===== config.mk =====
export PLATFORM = sky130hd
export DESIGN_NAME = mux_nto1_scan
export DESIGN_NICKNAME = d
export VERILOG_FILES = /design/src/rtl/mux_pkg.sv /design/src/rtl/mux_scan_ptr.sv /design/src/rtl/mux_nto1_scan.sv
export SDC_FILE = /design/constraint.sdc
export NUM_CORES = 1
export LEC_CHECK = 0
export CAP_MARGIN = 15
export CORE_UTILIZATION = 44
export DETAILED_ROUTE_END_ITERATION = 8
export PLACE_DENSITY = 0.82
export SLEW_MARGIN = 20
export SYNTH_ARGS = -nofsm -noshare
export SYNTH_HDL_FRONTEND = slang
export SYNTH_HIERARCHICAL = 1
export SYNTH_SLANG_ARGS = --single-unit

===== constraint.sdc =====
create_clock -name clk -period 3.9 [get_ports clk]
set_input_delay 0.39 -clock clk [delete_from_list [all_inputs] [get_ports clk]]
set_output_delay 0.39 -clock clk [all_outputs]
set_load 0.02 [all_outputs]

===== src/rtl/mux_pkg.sv =====
// Shared definitions for the N:1 scan multiplexer: mode and state encodings
// plus a width helper used to size the select and dwell counters.
package mux_pkg;

   localparam logic MODE_MANUAL = 1'b0;
   localparam logic MODE_SCAN   = 1'b1;

   typedef enum logic [0:0] {
      ST_MANUAL = 1'b0,
      ST_SCAN   = 1'b1
   } state_t;

   // Ceiling log2 clamped to at least 1 so single-value counters still get a bit.
   function automatic int clog2(input int n);
      int r;
      r = 0;
      while ((32'sd1 << r) < n) begin
         r = r + 32'sd1;
      end
      return (r < 32'sd1) ? 32'sd1 : r;
   endfunction

endpackage


===== src/rtl/mux_scan_ptr.sv =====
// Round-robin channel pointer with per-channel dwell counter for SCAN mode.
// Seeding wins over advancing; hold freezes both pointer and dwell.
module mux_scan_ptr
   import mux_pkg::*;
#(
   parameter int CHANNELS = 4,
   parameter int DWELL    = 4,
   parameter int SEL_W    = clog2(CHANNELS),
   parameter int DW_W     = clog2(DWELL)
) (
   input  logic             clk,
   input  logic             rst,
   input  logic [SEL_W-1:0] seed,
   input  logic             seed_en,
   input  logic             adv_en,
   input  logic             hold,
   output logic [SEL_W-1:0] ptr
);

   localparam logic [SEL_W:0]   CH_CNT   = (SEL_W+1)'(CHANNELS);
   localparam logic [SEL_W-1:0] LAST_CH  = SEL_W'(CHANNELS - 1);
   localparam logic [DW_W-1:0]  LAST_DW  = DW_W'(DWELL - 1);

   logic [SEL_W-1:0] ptr_r;
   logic [DW_W-1:0]  dwell_r;
   logic [SEL_W-1:0] seed_s;
   logic [SEL_W-1:0] ptr_nxt_s;
   logic             dwell_last_s;

   // Sanitised seed, wrapped pointer increment and dwell terminal detect.
   always_comb begin
      seed_s       = {SEL_W{1'b0}};
      ptr_nxt_s    = {SEL_W{1'b0}};
      dwell_last_s = 1'b0;
      if ({1'b0, seed} < CH_CNT) begin
         seed_s = seed;
      end else begin
         seed_s = {SEL_W{1'b0}};
      end
      if (ptr_r == LAST_CH) begin
         ptr_nxt_s = {SEL_W{1'b0}};
      end else begin
         ptr_nxt_s = ptr_r + SEL_W'(1);
      end
      dwell_last_s = (dwell_r == LAST_DW);
   end

   // Pointer and dwell state: seed on entry to SCAN, advance on unheld load beats.
   always_ff @(posedge clk) begin
      if (rst) begin
         ptr_r   <= {SEL_W{1'b0}};
         dwell_r <= {DW_W{1'b0}};
      end else if (seed_en) begin
         ptr_r   <= seed_s;
         dwell_r <= {DW_W{1'b0}};
      end else if (adv_en && !hold) begin
         if (dwell_last_s) begin
            ptr_r   <= ptr_nxt_s;
            dwell_r <= {DW_W{1'b0}};
         end else begin
            ptr_r   <= ptr_r;
            dwell_r <= dwell_r + DW_W'(1);
         end
      end else begin
         ptr_r   <= ptr_r;
         dwell_r <= dwell_r;
      end
   end

   assign ptr = ptr_r;

endmodule


===== src/rtl/mux_nto1_scan.sv =====
// N:1 word multiplexer with a registered valid/ready output stage, selecting
// either a manual channel or a round-robin scan pointer.
module mux_nto1_scan
   import mux_pkg::*;
#(
   parameter int WIDTH    = 8,
   parameter int CHANNELS = 4,
   parameter int DWELL    = 4,
   localparam int SEL_W   = clog2(CHANNELS)
) (
   input  logic                      clk,
   input  logic                      rst,
   input  logic [CHANNELS*WIDTH-1:0] i,
   input  logic [CHANNELS-1:0]       in_valid,
   input  logic [SEL_W-1:0]          s,
   input  logic                      mode,
   input  logic                      hold,
   output logic [WIDTH-1:0]          y,
   output logic                      y_valid,
   output logic [SEL_W-1:0]          y_ch,
   input  logic                      y_ready
);

   state_t           state_r;
   logic [SEL_W-1:0] ptr_s;
   logic [SEL_W-1:0] cur_s;
   logic [WIDTH-1:0] sel_data_s;
   logic             sel_valid_s;
   logic             load_s;
   logic             seed_en_s;
   logic             adv_en_s;
   logic [WIDTH-1:0] y_r;
   logic             y_valid_r;
   logic [SEL_W-1:0] y_ch_r;

   mux_scan_ptr #(
      .CHANNELS (CHANNELS),
      .DWELL    (DWELL),
      .SEL_W    (SEL_W)
   ) u_scan_ptr (
      .clk     (clk),
      .rst     (rst),
      .seed    (s),
      .seed_en (seed_en_s),
      .adv_en  (adv_en_s),
      .hold    (hold),
      .ptr     (ptr_s)
   );

   // Current channel and handshake-derived control strobes.
   always_comb begin
      cur_s = s;
      case (state_r)
         ST_SCAN:   cur_s = ptr_s;
         ST_MANUAL: cur_s = s;
         default:   cur_s = s;
      endcase
      load_s    = !y_valid_r || y_ready;
      seed_en_s = load_s && (state_r == ST_MANUAL) && (mode == MODE_SCAN);
      adv_en_s  = load_s && (state_r == ST_SCAN);
   end

   // AND-OR select; an out-of-range index matches nothing and yields zero data, invalid.
   always_comb begin
      sel_data_s  = {WIDTH{1'b0}};
      sel_valid_s = 1'b0;
      for (int k = 0; k < CHANNELS; k++) begin
         sel_data_s  = sel_data_s | (i[k*WIDTH +: WIDTH] & {WIDTH{cur_s == SEL_W'(k)}});
         sel_valid_s = sel_valid_s | (in_valid[k] & (cur_s == SEL_W'(k)));
      end
   end

   // Mode FSM; the state follows mode even while the output stage is stalled.
   always_ff @(posedge clk) begin
      if (rst) begin
         state_r <= ST_MANUAL;
      end else begin
         case (state_r)
            ST_MANUAL: begin
               if (mode == MODE_SCAN) begin
                  state_r <= ST_SCAN;
               end else begin
                  state_r <= ST_MANUAL;
               end
            end
            ST_SCAN: begin
               if (mode == MODE_MANUAL) begin
                  state_r <= ST_MANUAL;
               end else begin
                  state_r <= ST_SCAN;
               end
            end
            default: state_r <= ST_MANUAL;
         endcase
      end
   end

   // Output register: loads when empty or drained, otherwise holds the pending beat.
   always_ff @(posedge clk) begin
      if (rst) begin
         y_r       <= {WIDTH{1'b0}};
         y_valid_r <= 1'b0;
         y_ch_r    <= {SEL_W{1'b0}};
      end else if (load_s) begin
         y_r       <= sel_data_s;
         y_valid_r <= sel_valid_s;
         y_ch_r    <= cur_s;
      end else begin
         y_r       <= y_r;
         y_valid_r <= y_valid_r;
         y_ch_r    <= y_ch_r;
      end
   end

   assign y       = y_r;
   assign y_valid = y_valid_r;
   assign y_ch    = y_ch_r;

endmodule


==> flow_summary.ini, run 1 <==
[floorplanning]
initial_core_util = 0.461
die_h_um = 52.7
dieArea_um2 = 2780
num_io_pins = 54
die_x_um = 52.7
fp-row-count = 18
coreArea_um2 = 2450

[global_route]
grt_use_total = 0.239
grt_max_degree = 22
antenna_found_initial = 0
grt_pass1_wl_mm = 4.79
grt-ovfl-total = 0
grt_pass1_vias = 1139

[synth]
ys_ff_latch = 16
synth_area_um2 = 1130
yosys_warnings = 6
netlist.area_leader.share = 0.283
synthCells = 126
synth_cell_type_count = 32
seq_area_frac_synth = 0.283
syn-num-nets = 171
synth_area_leader_cell = dfxtp_1
avgSynthCellArea_um2 = 8.98
synthTopCellsByArea = dfxtp_1 (28%), mux2i_1 (17%), a211oi_1 (6.6%), a221oi_1 (6.2%), o22ai_1 (5.0%)

[critical_path]
worstSetupPathType = in -> reg
critPathArrivalTime_ns = 2.41
cp_cell_sequence = clkdlybuf4s50_1 -> nand2b_1 -> and2_2 -> nand3b_4 -> or3_1 -> a311oi_2
start_kind = primary input
endpoint_kind = flip-flop
crit_family = simple AND/OR/NAND/NOR gates
cp_slowest_stage_delay_ns = 0.60
worst_path_max_delay_cell = nand2b_1
worstPathRequired_ns = 4.11
crit_fanout = 21
critPathBufInv = 1

[power]
ir_worst_vdd_uv = 193
p_per_area_nw_per_um2 = 286
p_leak_nw = 0.644
p_total_uw = 476

[hold_path]
worst_hold_path_type = reg -> reg

[routing]
wl_per_cell_um = 15.2
dr.first_iter.drc_count = 28
wirelength_mm = 3.08
vias_per_cell = 5.83
drc = 0
ant_nets = 0
vias = 1184
dr.pass1.iters = 4

[placed_design]
io_buffer_count = 53
gp_congestion = 0.743
hpwl_mm = 2.43
placed_area_um2 = 1630

[layout]
diodes = 0
fin_area_um2 = 1670
final_util = 0.679
drive_gt1_frac = 0.0636
syn_to_final_growth_pct = 47.5
nNetsFinal = 219
n_fill_cell = 227

[sta]
fin_skew_ns = 0.00731
finalHoldViolations = 0
rsz0062_at_grt = no
maxSlewViolCount = 0
fin_crit_sh = 0.563
setup_viol = 0
tightest_slew_ns = 0.841
final.setup.tns_ns = 0
timing.slew.headroom = 0.438
fmax_mhz = 455
fin_crit_ns = 2.20

[clock_tree]
path_clk_slew_ns = 0.09
post-cts-setup-buffers = 0
htreeDepth = 1
clk_latency_ns = 0.30
cts_made_buffers = 3
holdBufCountCts = 0
clkSinkCount = 16
cts_root_buf = clkbuf_4
clockBufferDepth = 2
cts-resized-gates = 0
cts_tree = done

[flow_run]
drv_cap = 0

[run_status]
outcome = complete, no violations
-- sequential cells by signal, indices dropped and copies added (netlist names) --
| register | cells |
|---|---|
| u_scan_ptr/ptr | 2 |
| y | 8 |
| y_valid | 1 |
| y_ch | 2 |
| u_scan_ptr/dwell_r | 2 |
| state_r | 1 |
-- report_power, final --
| part | switching [mW] | internal [mW] | leakage [nW] |
|---|---|---|---|
| clock network | 0.0573 | 0.0570 | 0.0210 |
| logic | 0.0725 | 0.0949 | 0.491 |
| registers | 0.0162 | 0.178 | 0.133 |
| total | 0.146 | 0.330 | 0.644 |
-- Yosys cell counts (all sizes together) --
library cell	instances
mux2i	19
dfxtp	16
nor2	14
o22ai	12
a211oi	10
a221oi	8
nand2	8
buf	7
inv	4
clkbuf	3
nor2b	3
o21ai	3
a311oi	2
ha	2
nand3	2
nor3	2
or2b	2
a41oi	1
and2	1
nand2b	1
nand3b	1
nor3b	1
o221ai	1
o311ai	1
or2	1
or3	1
-- stage by stage --
stage          hold slack [ns]  worst slack (ns)  cells
2_1_floorplan            0.458              2.22    126
3_3_place_gp             0.487              1.47    199
3_5_place_dp             0.496              1.40    199
4_1_cts                  0.510              1.72    203
5_1_grt                  0.532              1.54    203
6_report                 0.503              1.70    203
-- layout by cell type (no fill, tap or decap) --
master	n
nand3b_4	1
nor3_1	2
or2_1	1
nand3_1	2
o221ai_1	1
o311ai_0	1
ha_1	2
nand2_1	8
nor2b_1	3
o22ai_4	2
nor3b_1	1
clkdlybuf4s50_1	53
or3_1	1
mux2i_1	19
a311oi_1	1
nand2b_1	1
a41oi_1	1
o22ai_1	9
dfxtp_1	16
a211oi_1	10
clkbuf_8	1
and2_2	1
a221oi_1	8
nor2_1	14
a311oi_2	1
inv_1	4
o21ai_0	3
clkbuf_4	3
o22ai_2	1
or2b_1	1
or2b_4	1
-- cell type report --
cell class                 count  area (µm²)  area share
tap                           30        37.5      0.0225
inverter                       4        15.0     0.00900
timing repair buffer          53         531       0.318
sequential                    16         320       0.192
clock buffer                   4        36.3      0.0218
multi-input combinational     96         728       0.437
-- routing by layer --
layer,up-vias,part of all wire,GRT usage
li1,576,-,-
met1,556,0.40,0.250
met2,45,0.54,0.460
met3,7,0.032,0.0232
met4,0,0.026,0.123
met5,-,0,0
-- final timing paths --
check | from | to | slack [ns] | cells past startpoint
setup / recovery | y_ready | u_scan_ptr/ptr[0] | 1.70 | 6
hold / removal | y_ch[1] | y_ch[1] | 0.50 | 2
setup reg to reg | y_valid | u_scan_ptr/ptr[0] | 2.00 | 5
hold reg to reg | y_ch[1] | y_ch[1] | 0.50 | 2
-- kinds of logic (layout without fill, tap and decap cells) --
kind of cell	Yosys count	after routing	synth area share
compound gates	38	38	0.282
fa+ha+maj	2	2	0.0221
buf+inv	14	61	0.0730
flops	16	16	0.283
mux	19	19	0.168
simple gates	37	37	0.171
-- worst min-delay path: cells and delay by family (launching register included) --
| kind | cells | cell delay, ns |
|---|---|---|
| AO/OA/AOI/OAI | 1 | 0.05 |
| flip-flops | 1 | 0.32 |
| AND/OR/NAND/NOR | 1 | 0.09 |
No activity file was read; power rests on OpenSTA's default activity.
==> run 2: changes to the inputs <==
--- a/config.mk
+++ b/config.mk
@@ -6,9 +6,9 @@
 export NUM_CORES = 1
 export LEC_CHECK = 0
 export CAP_MARGIN = 15
-export CORE_UTILIZATION = 44
+export CORE_UTILIZATION = 37
 export DETAILED_ROUTE_END_ITERATION = 8
-export PLACE_DENSITY = 0.82
+export PLACE_DENSITY = 0.73
 export SLEW_MARGIN = 20
 export SYNTH_ARGS = -nofsm -noshare
 export SYNTH_HDL_FRONTEND = slang
==> constraint.sdc (replaced) <==
create_clock -name clk -period 1.9 [get_ports clk]
set_input_delay 0.19 -clock clk [delete_from_list [all_inputs] [get_ports clk]]
set_output_delay 0.19 -clock clk [all_outputs]
set_load 0.02 [all_outputs]
==> flow_summary.ini, run 2 (same netlist as run 1, synthesis figures left out) <==
[sta]
rsz0062_at_grt = no
fin_skew_ns = 0.00220
final.setup.tns_ns = 0
timing.slew.headroom = 0.559
fmax_mhz = 620
finalHoldViolations = 0
fin_ws_ns = 0.288
fin_crit_ns = 1.61
tightest_slew_ns = 0.660
setup_viol = 0
fin_crit_sh = 0.849
timing.hold.ws_ns = 0.481
maxSlewViolCount = 0

[routing]
dr.first_iter.drc_count = 25
drc = 3
vias_per_cell = 5.56
dr.pass1.iters = 6
ant_nets = 0
wirelength_mm = 3.08
vias = 1161
wl_per_cell_um = 14.7

[critical_path]
endpoint_kind = flip-flop
cp_slowest_stage_delay_ns = 0.51
worst_path_max_delay_cell = dfxtp_1
start_kind = flip-flop
cp_cell_sequence = or2b_1 -> o22ai_1 -> a221oi_1 -> a211oi_1
worstSetupPathType = reg -> reg
crit_fanout = 11
worstPathRequired_ns = 2.10
critPathArrivalTime_ns = 1.81

[power]
clkPwrFrac = 0.235
p_sw_frac = 0.302
p_per_area_nw_per_um2 = 572
p_sw_uw = 297
p_total_uw = 984
p_leak_nw = 0.673
pwr-share-seq = 0.402
internal_power_uw = 687
p_comb_frac = 0.363
ir_worst_vdd_uv = 212

[global_route]
grt_pass1_wl_mm = 4.91
grt_pass1_vias = 1127
antenna_found_initial = 0
grt_max_degree = 21
grt-ovfl-total = 0
grt_use_total = 0.190

[placed_design]
placed_area_um2 = 1680
place_ws_ns = 0.0982
gp_congestion = 0.796
hpwl_mm = 2.41
io_buffer_count = 53

[floorplanning]
dieArea_um2 = 3280
fp-row-count = 19
initial_core_util = 0.400
coreArea_um2 = 2830
num_io_pins = 54
die_h_um = 57.3
die_x_um = 57.3

[clock_tree]
htreeDepth = 1
clockBufferDepth = 2
clk_latency_ns = 0.29
cts_made_buffers = 3
post-cts-setup-buffers = 0
cts_root_buf = clkbuf_4
path_clk_slew_ns = 0.10
cts_tree = done
clkSinkCount = 16

[layout]
n_fill_cell = 248
fin_area_um2 = 1720
diodes = 0
drive_gt1_frac = 0.0955
final_cell_mix = clkdlybuf4s50_1 (53), mux2i_1 (19), dfxtp_1 (15), nor2_1 (14), a211oi_1 (10)
syn_to_final_growth_pct = 52.1
largest_reg_flops = 8
nNetsFinal = 224
final_common_cell = clkdlybuf4s50_1

[flow_run]
drv_cap = 0

[run_status]
violations = design-rule violations
outcome = finished, violations left

[hold_path]
worst_hold_path_type = in -> reg
## run 2: cell count changes in the layout (fill, tap and decap cells not counted), sizes merged
cell / before / now
buf: 0 / 5
## run 2: power by group through the flow
stage                     registers, mW  logic (mW)  clock network (mW)
final                             0.395       0.357               0.232
after global routing              0.401       0.382               0.248
after CTS                         0.396       0.357               0.233
after detailed placement          0.403       0.356                   0
after global placement            0.401       0.350                   0
after floorplan                   0.422       0.163                   0
## run 2: path summary, 6_finish.rpt
check | from | to | slack, ns | cells after the start
worst max register to register | state_r | y[7] | 0.29 | 4
worst max-delay path | state_r | y[7] | 0.29 | 4
worst min-delay path | mode | state_r | 0.48 | 2
worst min register to register | y[4] | y[4] | 0.50 | 2
## run 2: timing repair
action	CTS	global route
endpoints found under the setup margin	0	1
gates resized for setup	0	1
hold buffers	0	0
hold endpoints to repair	0	0
## run 2: critical path, delay by kind of cell, from the launching register on
| kind | cells | cell delay (ns) |
|---|---|---|
| AND/OR/NAND/NOR | 1 | 0.38 |
| flip-flops | 1 | 0.51 |
| AO/OA/AOI/OAI | 3 | 0.63 |
## run 2: final cells by class
class                   count  area, µm²  share of cell area
clock buffers               4       36.3              0.0211
multi-input cells          96        728               0.423
repair buffers             58        581               0.337
well taps                  31       38.8              0.0225
inverters                   4       15.0             0.00873
flip-flops and latches     16        322               0.187
## run 2: through the flow
step,std cells,util
floorplan,126,-
global placement,205,0.595
detailed placement,205,0.595
CTS,209,0.608
global route,209,0.608
finish,209,0.608
## run 2: layer usage
layer	vias to the layer above	part of all wire	routed length (µm)	track usage
met5	-	0	0	0
met4	0	0.0081	25	0.0697
met3	2	0.046	142	0.0113
met2	36	0.49	1520	0.348
met1	535	0.45	1400	0.235
li1	588	-	-	-
==> run 3: changes to the inputs <==
==> constraint.sdc (replaced) <==
create_clock -name clk -period 1.3 [get_ports clk]
set_input_delay 0.13 -clock clk [delete_from_list [all_inputs] [get_ports clk]]
set_output_delay 0.13 -clock clk [all_outputs]
set_load 0.02 [all_outputs]
==> flow_summary.ini, run 3 (same netlist as run 1, synthesis figures left out) <==
[critical_path]
endpoint_kind = flip-flop
worstPathRequired_ns = 1.49
critPathArrivalTime_ns = 1.58
worstSetupPathType = reg -> reg
start_kind = flip-flop
crit_fanout = 8

[sta]
timing.hold.ws_ns = 0.433
fmax_mhz = 721
timing.slew.headroom = 0.771
fin_crit_sh = 1.07
fin_crit_ns = 1.39
final.setup.tns_ns = -0.483
finalHoldViolations = 0
rsz0062_at_grt = yes
fin_skew_ns = 0.00914
maxSlewViolCount = 0
setup_viol = 8
tightest_slew_ns = 0.339
fin_ws_ns = -0.0878

[floorplanning]
initial_core_util = 0.400
fp-row-count = 19
die_h_um = 57.3
num_io_pins = 54
dieArea_um2 = 3280
coreArea_um2 = 2830
die_x_um = 57.3

[layout]
fin_area_um2 = 1930
diodes = 0
final_cell_mix = clkdlybuf4s50_1 (41), mux2i_1 (19), buf_4 (16), nor2_1 (14)
drive_gt1_frac = 0.255
syn_to_final_growth_pct = 70.8
n_fill_cell = 227
nNetsFinal = 238
largest_reg_flops = 8
final_common_cell = clkdlybuf4s50_1
final_cell_count_no_fill = 223

[global_route]
grt_max_degree = 21
antenna_found_initial = 0
grt-ovfl-total = 0
grt_pass1_vias = 1224
grt_use_total = 0.219
grt_pass1_wl_mm = 5.57

[flow_run]
drv_cap = 0

[clock_tree]
clkSinkCount = 16
htreeDepth = 1
cts_made_buffers = 3
clk_latency_ns = 0.28
cts_root_buf = clkbuf_4
path_clk_slew_ns = 0.09
cts_tree = done
holdBufCountCts = 0
clockBufferDepth = 2

[routing]
dr.first_iter.drc_count = 42
vias = 1264
vias_per_cell = 5.67
dr.pass1.iters = 6
ant_nets = 0
drc = 2
wirelength_mm = 3.59
wl_per_cell_um = 16.1

[run_status]
violations = design-rule violations, negative setup slack
outcome = finished, violations left

[placed_design]
dp_cells = 216
io_buffer_count = 53
hpwl_mm = 2.74
gp_congestion = 0.821
placed_area_um2 = 1810

[hold_path]
worst_hold_path_type = in -> reg

[power]
ir_worst_vdd_uv = 318
p_per_area_nw_per_um2 = 750
clkPwrFrac = 0.190
pwr-share-seq = 0.391
p_comb_frac = 0.419
p_sw_frac = 0.320
p_sw_uw = 463
internal_power_uw = 985
p_leak_nw = 0.808
run 3: cell types whose count changed in the layout (fill, tap and decap cells not counted), sizes merged:
cell           previous run  this run
dlygate4sd2               0        12
clkdlybuf4s50            53        41
buf                       5        19
run 3: final timing paths:
kind / from / to / slack, ns / cells past startpoint
worst max-delay path: state_r / u_scan_ptr/ptr[0] / -0.09 / 4
worst min-delay path: mode / state_r / 0.43 / 2
worst min register to register: y[6] / y[6] / 0.50 / 2
worst max register to register: state_r / u_scan_ptr/ptr[0] / -0.09 / 4
run 3: power groups by stage:
stage	sequential, mW	clock (mW)	combinational (mW)
2_1_floorplan	0.619	0	0.262
3_3_place_gp	0.576	0	0.574
3_5_place_dp	0.578	0	0.588
4_1_cts	0.566	0.282	0.589
5_1_grt	0.572	0.311	0.644
6_report	0.566	0.276	0.607
run 3: metal layers:
metal  vias up  GRT usage  share of wire
li1        614          -              -
met1       616      0.273           0.44
met2        32      0.412           0.53
met3         2     0.0204          0.027
met4         0     0.0418         0.0017
met5         -          0              0
run 3: layout make-up:
cell class / instances / area, µm² / share of cell area
Tap cell: 31 / 38.8 / 0.0201
Inverter: 4 / 15.0 / 0.00777
Clock buffer: 4 / 26.3 / 0.0136
Multi-Input combinational cell: 96 / 835 / 0.432
Timing Repair Buffer: 72 / 687 / 0.356
Sequential cell: 16 / 330 / 0.171
run 3: metrics by stage:
step	utilization	setup slack (ns)	power, mW
after global placement	0.639	-0.351	1.15
after detailed placement	0.639	-0.380	1.17
after global routing	0.683	-0.129	1.53
after CTS	0.672	-0.0845	1.44
after floorplan	-	-0.115	0.881
final	0.683	-0.0878	1.45
run 3: critical path, cell delays in order (launching register included):
cell and delay [ns]:
dfxtp_4 0.41, and2_4 0.17, nand3b_4 0.08, or3_4 0.38, a311oi_2 0.27
run 3: what timing repair did:
action	4_1_cts	5_1_grt
resized for setup	28	4
setup buffers	2	1
cloned	0	0
endpoints found under the setup margin	22	11
pin swaps	10	6
